--- config.mk ---
export PLATFORM = sky130hd
export DESIGN_NAME = div_sign_ctrl
export DESIGN_NICKNAME = d
export VERILOG_FILES = /design/src/rtl/div_sign_ctrl.sv
export SDC_FILE = /design/constraint.sdc
export NUM_CORES = 1
export LEC_CHECK = 0
export ABC_AREA = 0
export CORE_MARGIN = 2
export CORE_UTILIZATION = 45
export DETAILED_ROUTE_END_ITERATION = 8
export PLACE_DENSITY_LB_ADDON = 0.05
export SLEW_MARGIN = 0
export SYNTH_ARGS = -nofsm -noshare
export SYNTH_HDL_FRONTEND = slang
export SYNTH_SLANG_ARGS = --single-unit
--- constraint.sdc ---
create_clock -name clk -period 4.6 [get_ports clk]
set_clock_uncertainty 0.15 [all_clocks]
set_input_delay 0.46 -clock clk [delete_from_list [all_inputs] [get_ports clk]]
set_output_delay 0.46 -clock clk [all_outputs]
set_load 0.01 [all_outputs]
--- src/rtl/div_sign_ctrl.sv ---
// div_sign_ctrl: signed/unsigned front-end and sign-restoring result stage for the radix-4 SRT divider
//
// Ports:
//   clk, rstn        clock, synchronous active-low reset (shared with the divider core)
//   req_valid/ready  issue handshake; ready only while idle, a request with flush is not taken
//   req_op           00 DIV, 01 DIVU, 10 REM, 11 REMU
//   rs1, rs2         dividend, divisor
//   flush            kills the in-flight request
//   resp_valid/ready result handshake; resp_data holds until taken
//   busy             controller not idle
//   core_start       one-cycle start pulse to the unsigned core
//   core_dividend    unsigned dividend magnitude, stable from start until core_valid
//   core_divisor     unsigned divisor magnitude, stable from start until core_valid
//   core_valid       core result strobe
//   core_q, core_rem unsigned quotient and remainder from the core
//
// Build option: define DIV_RESULT_CACHE_EN to keep the last normal result so a repeated
// DIV/REM (or DIVU/REMU) with identical operands completes without starting the core.
module div_sign_ctrl #(
    parameter int XLEN = 32
) (
    input  logic            clk,
    input  logic            rstn,
    input  logic            req_valid,
    output logic            req_ready,
    input  logic [1:0]      req_op,
    input  logic [XLEN-1:0] rs1,
    input  logic [XLEN-1:0] rs2,
    input  logic            flush,
    output logic            resp_valid,
    input  logic            resp_ready,
    output logic [XLEN-1:0] resp_data,
    output logic            busy,
    output logic            core_start,
    output logic [XLEN-1:0] core_dividend,
    output logic [XLEN-1:0] core_divisor,
    input  logic            core_valid,
    input  logic [XLEN-1:0] core_q,
    input  logic [XLEN-1:0] core_rem
);
    localparam logic [2:0] S_IDLE  = 3'd0;
    localparam logic [2:0] S_START = 3'd1;
    localparam logic [2:0] S_WAIT  = 3'd2;
    localparam logic [2:0] S_FIX   = 3'd3;
    localparam logic [2:0] S_DONE  = 3'd4;
    localparam logic [2:0] S_DRAIN = 3'd5;
    localparam logic [XLEN-1:0] ONE     = XLEN'(1);
    localparam logic [XLEN-1:0] MIN_NEG = {1'b1, {(XLEN-1){1'b0}}};

    logic [2:0]      state;
    logic            op_rem, neg_q, neg_r;
    logic [XLEN-1:0] cq, cr, q_s, r_s, mag1, mag2, hit_data;
    logic            sgn, neg1, neg2, div0, ovf, accept, hit;

    assign sgn    = ~req_op[0];
    assign neg1   = sgn & rs1[XLEN-1];
    assign neg2   = sgn & rs2[XLEN-1];
    assign mag1   = neg1 ? ~rs1 + ONE : rs1;
    assign mag2   = neg2 ? ~rs2 + ONE : rs2;
    assign div0   = rs2 == '0;
    assign ovf    = sgn & (rs1 == MIN_NEG) & (&rs2);
    assign accept = req_valid & req_ready & ~flush;

    // Quotient sign follows the XOR of operand signs, remainder follows the dividend.
    assign q_s = neg_q ? ~cq + ONE : cq;
    assign r_s = neg_r ? ~cr + ONE : cr;

    assign req_ready  = state == S_IDLE;
    assign busy       = state != S_IDLE;
    assign resp_valid = state == S_DONE;
    assign core_start = state == S_START;

    always_ff @(posedge clk) begin
        if (!rstn) begin
            state         <= S_IDLE;
            resp_data     <= '0;
            core_dividend <= '0;
            core_divisor  <= '0;
            op_rem        <= 1'b0;
            neg_q         <= 1'b0;
            neg_r         <= 1'b0;
            cq            <= '0;
            cr            <= '0;
        end else begin
            case (state)
                S_IDLE: if (accept) begin
                    op_rem <= req_op[1];
                    if (div0) begin
                        resp_data <= req_op[1] ? rs1 : '1;
                        state     <= S_DONE;
                    end else if (ovf) begin
                        resp_data <= req_op[1] ? '0 : MIN_NEG;
                        state     <= S_DONE;
                    end else if (hit) begin
                        resp_data <= hit_data;
                        state     <= S_DONE;
                    end else begin
                        core_dividend <= mag1;
                        core_divisor  <= mag2;
                        neg_q         <= neg1 ^ neg2;
                        neg_r         <= neg1;
                        state         <= S_START;
                    end
                end
                // The core cannot abort, so a flushed operation must still swallow its strobe.
                S_START: state <= flush ? S_DRAIN : S_WAIT;
                S_WAIT: if (flush) begin
                    state <= core_valid ? S_IDLE : S_DRAIN;
                end else if (core_valid) begin
                    cq    <= core_q;
                    cr    <= core_rem;
                    state <= S_FIX;
                end
                S_FIX: if (flush) begin
                    state <= S_IDLE;
                end else begin
                    resp_data <= op_rem ? r_s : q_s;
                    state     <= S_DONE;
                end
                S_DONE:  if (flush || resp_ready) state <= S_IDLE;
                S_DRAIN: if (core_valid) state <= S_IDLE;
                default: state <= S_IDLE;
            endcase
        end
    end

`ifdef DIV_RESULT_CACHE_EN
    logic            c_v, c_sgn, l_sgn;
    logic [XLEN-1:0] c_rs1, c_rs2, c_q, c_r, l_rs1, l_rs2;

    assign hit      = c_v & (c_sgn == sgn) & (c_rs1 == rs1) & (c_rs2 == rs2);
    assign hit_data = req_op[1] ? c_r : c_q;

    // Operands are latched on every accept and committed to the cache only when the
    // core path reaches FIX unflushed; special cases and flushes drop the entry.
    always_ff @(posedge clk) begin
        if (!rstn) begin
            c_v <= 1'b0;
        end else if (flush || (accept && (div0 || ovf))) begin
            c_v <= 1'b0;
        end else if (accept) begin
            l_rs1 <= rs1;
            l_rs2 <= rs2;
            l_sgn <= sgn;
        end else if (state == S_FIX) begin
            c_v   <= 1'b1;
            c_rs1 <= l_rs1;
            c_rs2 <= l_rs2;
            c_sgn <= l_sgn;
            c_q   <= q_s;
            c_r   <= r_s;
        end
    end
`else
    assign hit      = 1'b0;
    assign hit_data = '0;
`endif
endmodule
# After elaboration in Yosys (flattened, before gate mapping)
# Cells that the tools add are included.
# word_totals
out_inout_bits	100
reg_bits	166
in_bits	136
elab_cells	74
# classes
n_mux	23
reduce_logical	11
add_sub_neg	4
n_bitwise	15
eq_ne	12
# op_table
operator	n
2-to-1 mux 32 bit	11
adder 32 x 1 -> 32 bit, second input constant	4
NOT 32 bit	4
one-hot mux 32 bit (2 select lines)	1
== test 32 bit, second input constant	1
zero test 32 bit	1
AND reduction 32 bit	1
2-to-1 mux 3 bit	10
one-hot mux 3 bit (6 select lines)	1
AND reduction 4 bit	3
bitwise AND 1 bit	6
== test 3 x 2 -> 1 bit, second input constant	2
== test 3 bit, second input constant	2
inequality test 2 x 1 -> 1 bit, second input constant	2
inequality test 2 bit, second input constant	2
NOT 1 bit	4
== test 3 x 1 -> 1 bit, second input constant	1
zero test 3 bit	1
inequality test 3 x 1 -> 1 bit, second input constant	1
inequality test 3 bit, second input constant	1
AND reduction 3 bit	1
nonzero test 3 bit	1
AND reduction 2 bit	1
nonzero test 2 bit	1
other kinds (2)	2

# Logic depth before layout (Yosys ltp)
# Gate-level depths: netlist of run 1.
# depth
ltp_word	7
mapped_depth	11
depth_no_buf	9

# Worst setup path after synthesis of run 1
# No wires, ideal clock.
# synth_timing
kind	in2reg
start	input rs1[1]
end	register core_dividend[12]
setup_time_ns	0.116
path_stages	10
path_buffers	2
slack_ns	1.622
required_time_ns	4.334
arrival_time_ns	2.711
cell_sequence	inv_1 ha_1 or4b_2 nor3_1 nand4b_1 o32ai_1 nor2_1 clkbuf_1 clkbuf_1 o211a_1
# synth_between
elab_chain_cells	5
elab_cells_between_ends	8
cone_classes	add/sub: 1; eq/ne: 1; mux: 1; bitwise: 4; reduce/logical: 1
# synth_rtl
item	line	source
from (decl)	27	input logic [XLEN-1:0] rs1,
branches (longest 5 deep; another with adder 32 x 1 -> 32 bit)	n/a	
to (signal assigned)	98	core_dividend <= mag1;
to (decl)	35	output logic [XLEN-1:0] core_dividend,
# Several ways; the timed one is not identified.
# A chain may end at the register's enable or synchronous reset.

# Worst setup path after layout of run 1
# layout_timing
start	input rs1[0]
end	register resp_data[6]
# layout_between
elab_chain_cells	5
# layout_rtl
item	line	source
== test 32 bit	61	assign ovf = sgn & (rs1 == MIN_NEG) & (&rs2);
bitwise AND 1 bit (2 in a row)	61	
inequality test 3 x 1 -> 1 bit (no line)	n/a	
AND reduction 4 bit (no line)	n/a	
to (signal assigned)	89	resp_data <= req_op[1] ? rs1 : '1;
to (signal assigned)	92	resp_data <= req_op[1] ? '0 : MIN_NEG;
to (signal assigned)	95	resp_data <= hit_data;
to (decl)	32	output logic [XLEN-1:0] resp_data,
# No other way between the ends.

==> results.cfg, run 1 <==
[worst_hold_path]
hold_path.class = flop to flop
hold_path.startpoint = core_dividend[0]
hold_depth = 2
min_to = core_dividend[0]

[cells_and_area]
fin_area_um2 = 12700
multiInputGateArea_um2 = 5800
area_growth_pct = 32.8
num-fill-cells = 1988
final_nets = 1523
n_antenna_cell = 0
seq_area_um2 = 3320
drive_gt1_frac = 0.0459

[floorplanning]
rows = 53
fp.dieW_um = 150
fp.coreArea_um2 = 20900
die_y_um = 150
ios = 236
initial_core_util = 0.456
die-area_um2 = 22400

[timing]
fmax_ghz = 0.267
worst_pin_slew_ns = 1.17
finalCritPeriodShare = 0.815
hold_viol = 0
finalSetupTns_ns = 0
finalMaxSlewViolations = 0
maxSlewHeadroom = 0.219
final-setup-viol-count = 0
final.min_clock_period_ns = 3.75
rsz0062_at_grt = false

[power]
clockPowerShare = 0.409
p_seq_frac = 0.418
ir_drop_mv = 0.227
swShare = 0.256
p_sw_uw = 960
p_int_uw = 2780
pwr_density_cell_nw_per_um2 = 296
combPwrFrac = 0.172
p_leak_uw = 0.00498

[critical_path]
cpLargestDelayFamily = simple AND/OR/NAND/NOR gates
max_stage_delay_ns = 0.60
cp_num_cells = 11
cp.arrival_ns = 3.95
crit_buf_inv = 3
start_kind = primary input
regToRegSetupSlack_ns = 1.47
worstPathRequired_ns = 4.80
reg2reg_depth = 7
r2r-end = resp_data[29]
slowest_stage = or4b_2
worstReg2RegStart = cq[2]
critPathMaxFanout = 24
cp_cell_sequence = clkdlybuf4s50_1, inv_1, ha_1, or4b_2, nor3_1, nand4b_1, o32ai_1, o21a_1, buf_4, o21ai_0, a31oi_1
worstSetupEndpointType = flop
critical_path_class = primary input to flop

[grt]
antenna_found_initial = 0
grt_overflow = 0
grt_pass1_vias = 8614
grt_use_total = 0.267
grt_start_max_net_pins = 120
grt_pass1_wl_um = 47100

[yosys]
synth-edff-count = 0
yosysTopAreaCell = dfxtp_1
ys_seq_area_frac = 0.349
yosysMostFrequentCell = nand2_1
syn_inst = 1200
ys_types = 58
yosys-top-cells-count = nand2_1 (231), dfxtp_1 (166), xnor2_1 (82), clkbuf_1 (80)
synth_area_um2 = 9530
synth_flop_cell = dfxtp_1
synth_nets = 1341
syn_area_per_cell_um2 = 7.94
synth_top_area_frac = 0.349
synthArstFlopShare = 0
ys_warn_count = 0
synth_area_leaders = dfxtp_1 (35%), nand2_1 (9.1%), xnor2_1 (7.5%)
synth_seq_cells = 166

[clocking]
ctsLongestPathBuffers = 2
cts_sinks = 166
htree_levels = 4
clk_latency_ns = 0.43
post-cts-setup-buffer-count = 0
cts_resized = 0
root_buffer = clkbuf_16
clk_pin_slew_ns = 0.06
cts_buffers = 17
cts_tree = done
ctsHoldBuffers = 0

[detailed_routing]
wl_per_cell_um = 18.0
final_antenna_net_count = 0
drcViolationCount = 0
first_iter_violations = 738
vias = 9427
drt_first_pass_iters = 7
wirelength_um = 30000
avgViaCountPerCell = 5.64

[place]
dp_hpwl_um = 22600
place_area_um2 = 12000
port_buffers = 235
place_congestion = 0.920

[job]
cap_violations = 0

[status]
status = finished, final reports clean
[area by class of cell]
cell class / count / share of cell area
clock buffers: 22 / 0.0390
clock inverters: 10 / 0.0113
inverters: 19 / 0.00563
multi-input cells: 927 / 0.458
flip-flops and latches: 166 / 0.263
well taps: 275 / 0.0272
repair buffers: 251 / 0.196
[state kept, by name, summed over array words and instances (netlist names)]
signal / cells
neg_r: 1
core_dividend: 32
cq: 32
resp_data: 32
core_divisor: 32
neg_q: 1
op_rem: 1
state: 3
cr: 32
[worst max-delay path by stage]
stage          slack, ns                end   start
6_report            0.85       resp_data[6]  rs1[0]
5_1_grt             0.56      resp_data[11]  rs1[0]
4_1_cts             0.93       resp_data[6]  rs1[0]
3_5_place_dp        0.51       resp_data[6]  rs1[0]
3_3_place_gp        0.65      resp_data[26]  rs1[0]
2_1_floorplan       1.62  core_dividend[12]  rs1[1]
[worst reg2reg max path: stages, from the launching register on]
cell	delay, ns
dfxtp_1	0.35
or4_1	0.55
or4_1	0.67
or3_1	0.46
o41ai_2	0.23
xnor2_1	0.18
o211a_1	0.26
o21a_1	0.18
[through the flow]
| step | utilization | worst slack [ns] | instances | hold WS, ns | power, uW |
|---|---|---|---|---|---|
| 2_1_floorplan | - | 1.62 | 1200 | 0.306 | 1890 |
| 3_5_place_dp | 0.576 | 0.506 | 1638 | 0.313 | 2240 |
| 5_1_grt | 0.606 | 0.560 | 1670 | 0.359 | 3890 |
| 6_report | 0.606 | 0.849 | 1670 | 0.321 | 3740 |
| 4_1_cts | 0.606 | 0.933 | 1670 | 0.323 | 3770 |
| 3_3_place_gp | 0.576 | 0.648 | 1638 | 0.306 | 2230 |
[cell usage in the layout, fill, tap and decap left out, types with 4 or more instances in the layout]
cell type / n
a31oi_1: 20
nand2_1: 231
o211a_1: 58
or2_2: 6
a22oi_1: 7
nand3_1: 12
nor2_1: 56
nor3_1: 23
dfxtp_1: 166
nor4_1: 12
o211ai_1: 19
o21a_1: 4
nor2b_1: 5
a21oi_1: 44
buf_4: 16
clkdlybuf4s50_1: 234
nand4_1: 10
or4_1: 17
xor2_1: 37
mux2i_1: 4
a21boi_0: 71
nor3b_1: 6
clkbuf_16: 17
xnor2_1: 82
and2_1: 5
nand2b_1: 12
o41ai_1: 22
clkbuf_8: 5
o22ai_1: 12
o21ai_0: 71
ha_1: 5
or3_1: 14
o31ai_1: 26
inv_1: 19
[routing by layer]
layer  up-vias  GRT usage  wire length, um
met3        36     0.0473             2050
met1      4405      0.368            13500
li1       4661          -                -
met5         -          0                0
met4         0     0.0824              678
met2       325      0.426            13800
[power by group through the flow]
stage	clock network, uW	logic (uW)	registers (uW)
after floorplan	0	288	1600
after global placement	0	638	1600
after detailed placement	0	644	1600
after CTS	1560	648	1570
after global routing	1620	702	1570
final	1530	645	1570
[cells by family (layout without fill, tap and decap cells)]
family,count (synthesis),count (layout),share of synthesized area
simple gates,427,427,0.207
flops,166,166,0.349
buf+inv,107,302,0.0440
xor+xnor,119,119,0.109
fa+ha+maj,5,5,0.00656
mux,5,5,0.00538
compound gates,371,371,0.279
(Power assumes the default switching activity.)
==> inputs of run 2 (changes only) <==
clock period = 3.3 ns   (was 4.6 ns; I/O delays follow)
==> results.cfg, run 2 (synthesis results as in run 1) <==
[place]
place_ws_ns = -0.0392
place_congestion = 0.926
dp_hpwl_um = 23100
port_buffers = 235

[job]
cap_violations = 0

[critical_path]
cp.arrival_ns = 3.17
critical_path_class = flop to flop
start_kind = flop
worstSetupEndpointType = flop
worstPathRequired_ns = 3.48
critPathMaxFanout = 6

[clocking]
clk_pin_slew_ns = 0.07
root_buffer = clkbuf_16
post-cts-setup-buffer-count = 0
htree_levels = 4
cts_resized = 0
ctsHoldBuffers = 0
cts_tree = done
cts_buffers = 17
cts_sinks = 166
ctsLongestPathBuffers = 2
clk_latency_ns = 0.43

[timing]
final.min_clock_period_ns = 2.99
rsz0062_at_grt = false
finalMaxSlewViolations = 0
finalCritPeriodShare = 0.905
hold_viol = 0
fin_ws_ns = 0.312
hold_ws_ns = 0.287
maxSlewHeadroom = 0.435
worst_pin_slew_ns = 0.847
fmax_ghz = 0.335
final-setup-viol-count = 0

[grt]
grt_use_total = 0.267
grt_overflow = 0
grt_start_max_net_pins = 78
grt_pass1_vias = 8713
antenna_found_initial = 0
grt_pass1_wl_um = 46900

[power]
clockPowerShare = 0.398
p_seq_frac = 0.417
swShare = 0.268
p_int_uw = 3810
p_total_uw = 5210
p_sw_uw = 1400
p_leak_uw = 0.00520
combPwrFrac = 0.185
ir_drop_mv = 0.362
pwr_density_cell_nw_per_um2 = 400

[cells_and_area]
n_antenna_cell = 0
drive_gt1_frac = 0.0738
final_cell_mix = clkdlybuf4s50_1 (234), nand2_1 (231), dfxtp_1 (166), xnor2_1 (82)
num-fill-cells = 1940
area_growth_pct = 36.8
final_util = 0.624
layout.cells.most_common = clkdlybuf4s50_1
final_nets = 1565

[floorplanning]
die_y_um = 150
ios = 236
rows = 53
die-area_um2 = 22400
fp.coreArea_um2 = 20900
fp.dieW_um = 150
initial_core_util = 0.456

[detailed_routing]
wl_per_cell_um = 17.7
drcViolationCount = 0
wirelength_um = 30300
avgViaCountPerCell = 5.64
vias = 9664
drt_first_pass_iters = 5
first_iter_violations = 672
final_antenna_net_count = 0

[status]
status = finished, final reports clean

[worst_hold_path]
hold_path.class = primary input to flop
[run 2: area by class of cell]
type                    count  area (um2)  share of cell area
multi-input cells         927        5800               0.445
repair buffers            293        2890               0.221
inverters                  19        71.3             0.00547
well taps                 275         344              0.0264
clock inverters            12         144              0.0110
flip-flops and latches    166        3320               0.255
clock buffers              20         467              0.0358
[run 2: stage by stage]
stage | TNS (ns) | cells | instance area [um2]
finish | 0 | 1712 | 13000
global route | 0 | 1712 | 13000
CTS | 0 | 1712 | 13000
detailed placement | -0.211 | 1680 | 12400
global placement | 0 | 1680 | 12400
floorplan | 0 | 1200 | 9530
[run 2: critical path, cell delays in order (launching register included)]
cell and delay, ns:
dfxtp_1 0.36, or4_1 0.55, or4_1 0.57, or3_1 0.43, o41ai_2 0.24, xnor2_1 0.16, o211a_1 0.26, o21a_1 0.18
[run 2: path summary, 6_finish.rpt]
path	depth (start not counted)	to	start	slack, ns
worst min register to register	2	core_dividend[25]	core_dividend[25]	0.31
worst max register to register	7	resp_data[29]	cq[2]	0.31
worst min-delay path	2	state[2]	rstn	0.29
worst max-delay path	7	resp_data[29]	cq[2]	0.31
[run 2: routing by layer]
layer,wire length (um),track usage,up-vias
met1,13300,0.360,4502
met5,0,0,-
met3,2200,0.0378,46
met2,14000,0.440,375
met4,809,0.0895,0
li1,-,-,4741
[run 2: power groups by stage]
stage	Clock, uW	Combinational [uW]	Sequential [uW]
CTS	2090	961	2170
detailed placement	0	955	2220
global route	2170	1040	2190
finish	2070	962	2170
floorplan	0	401	2240
global placement	0	949	2220
==> inputs of run 3 (changes only) <==
SKIP_LAST_GASP = 1   (was not set)
==> results of run 3 <==
Same layout as run 2: the final DEF is identical, and so are final timing and power.
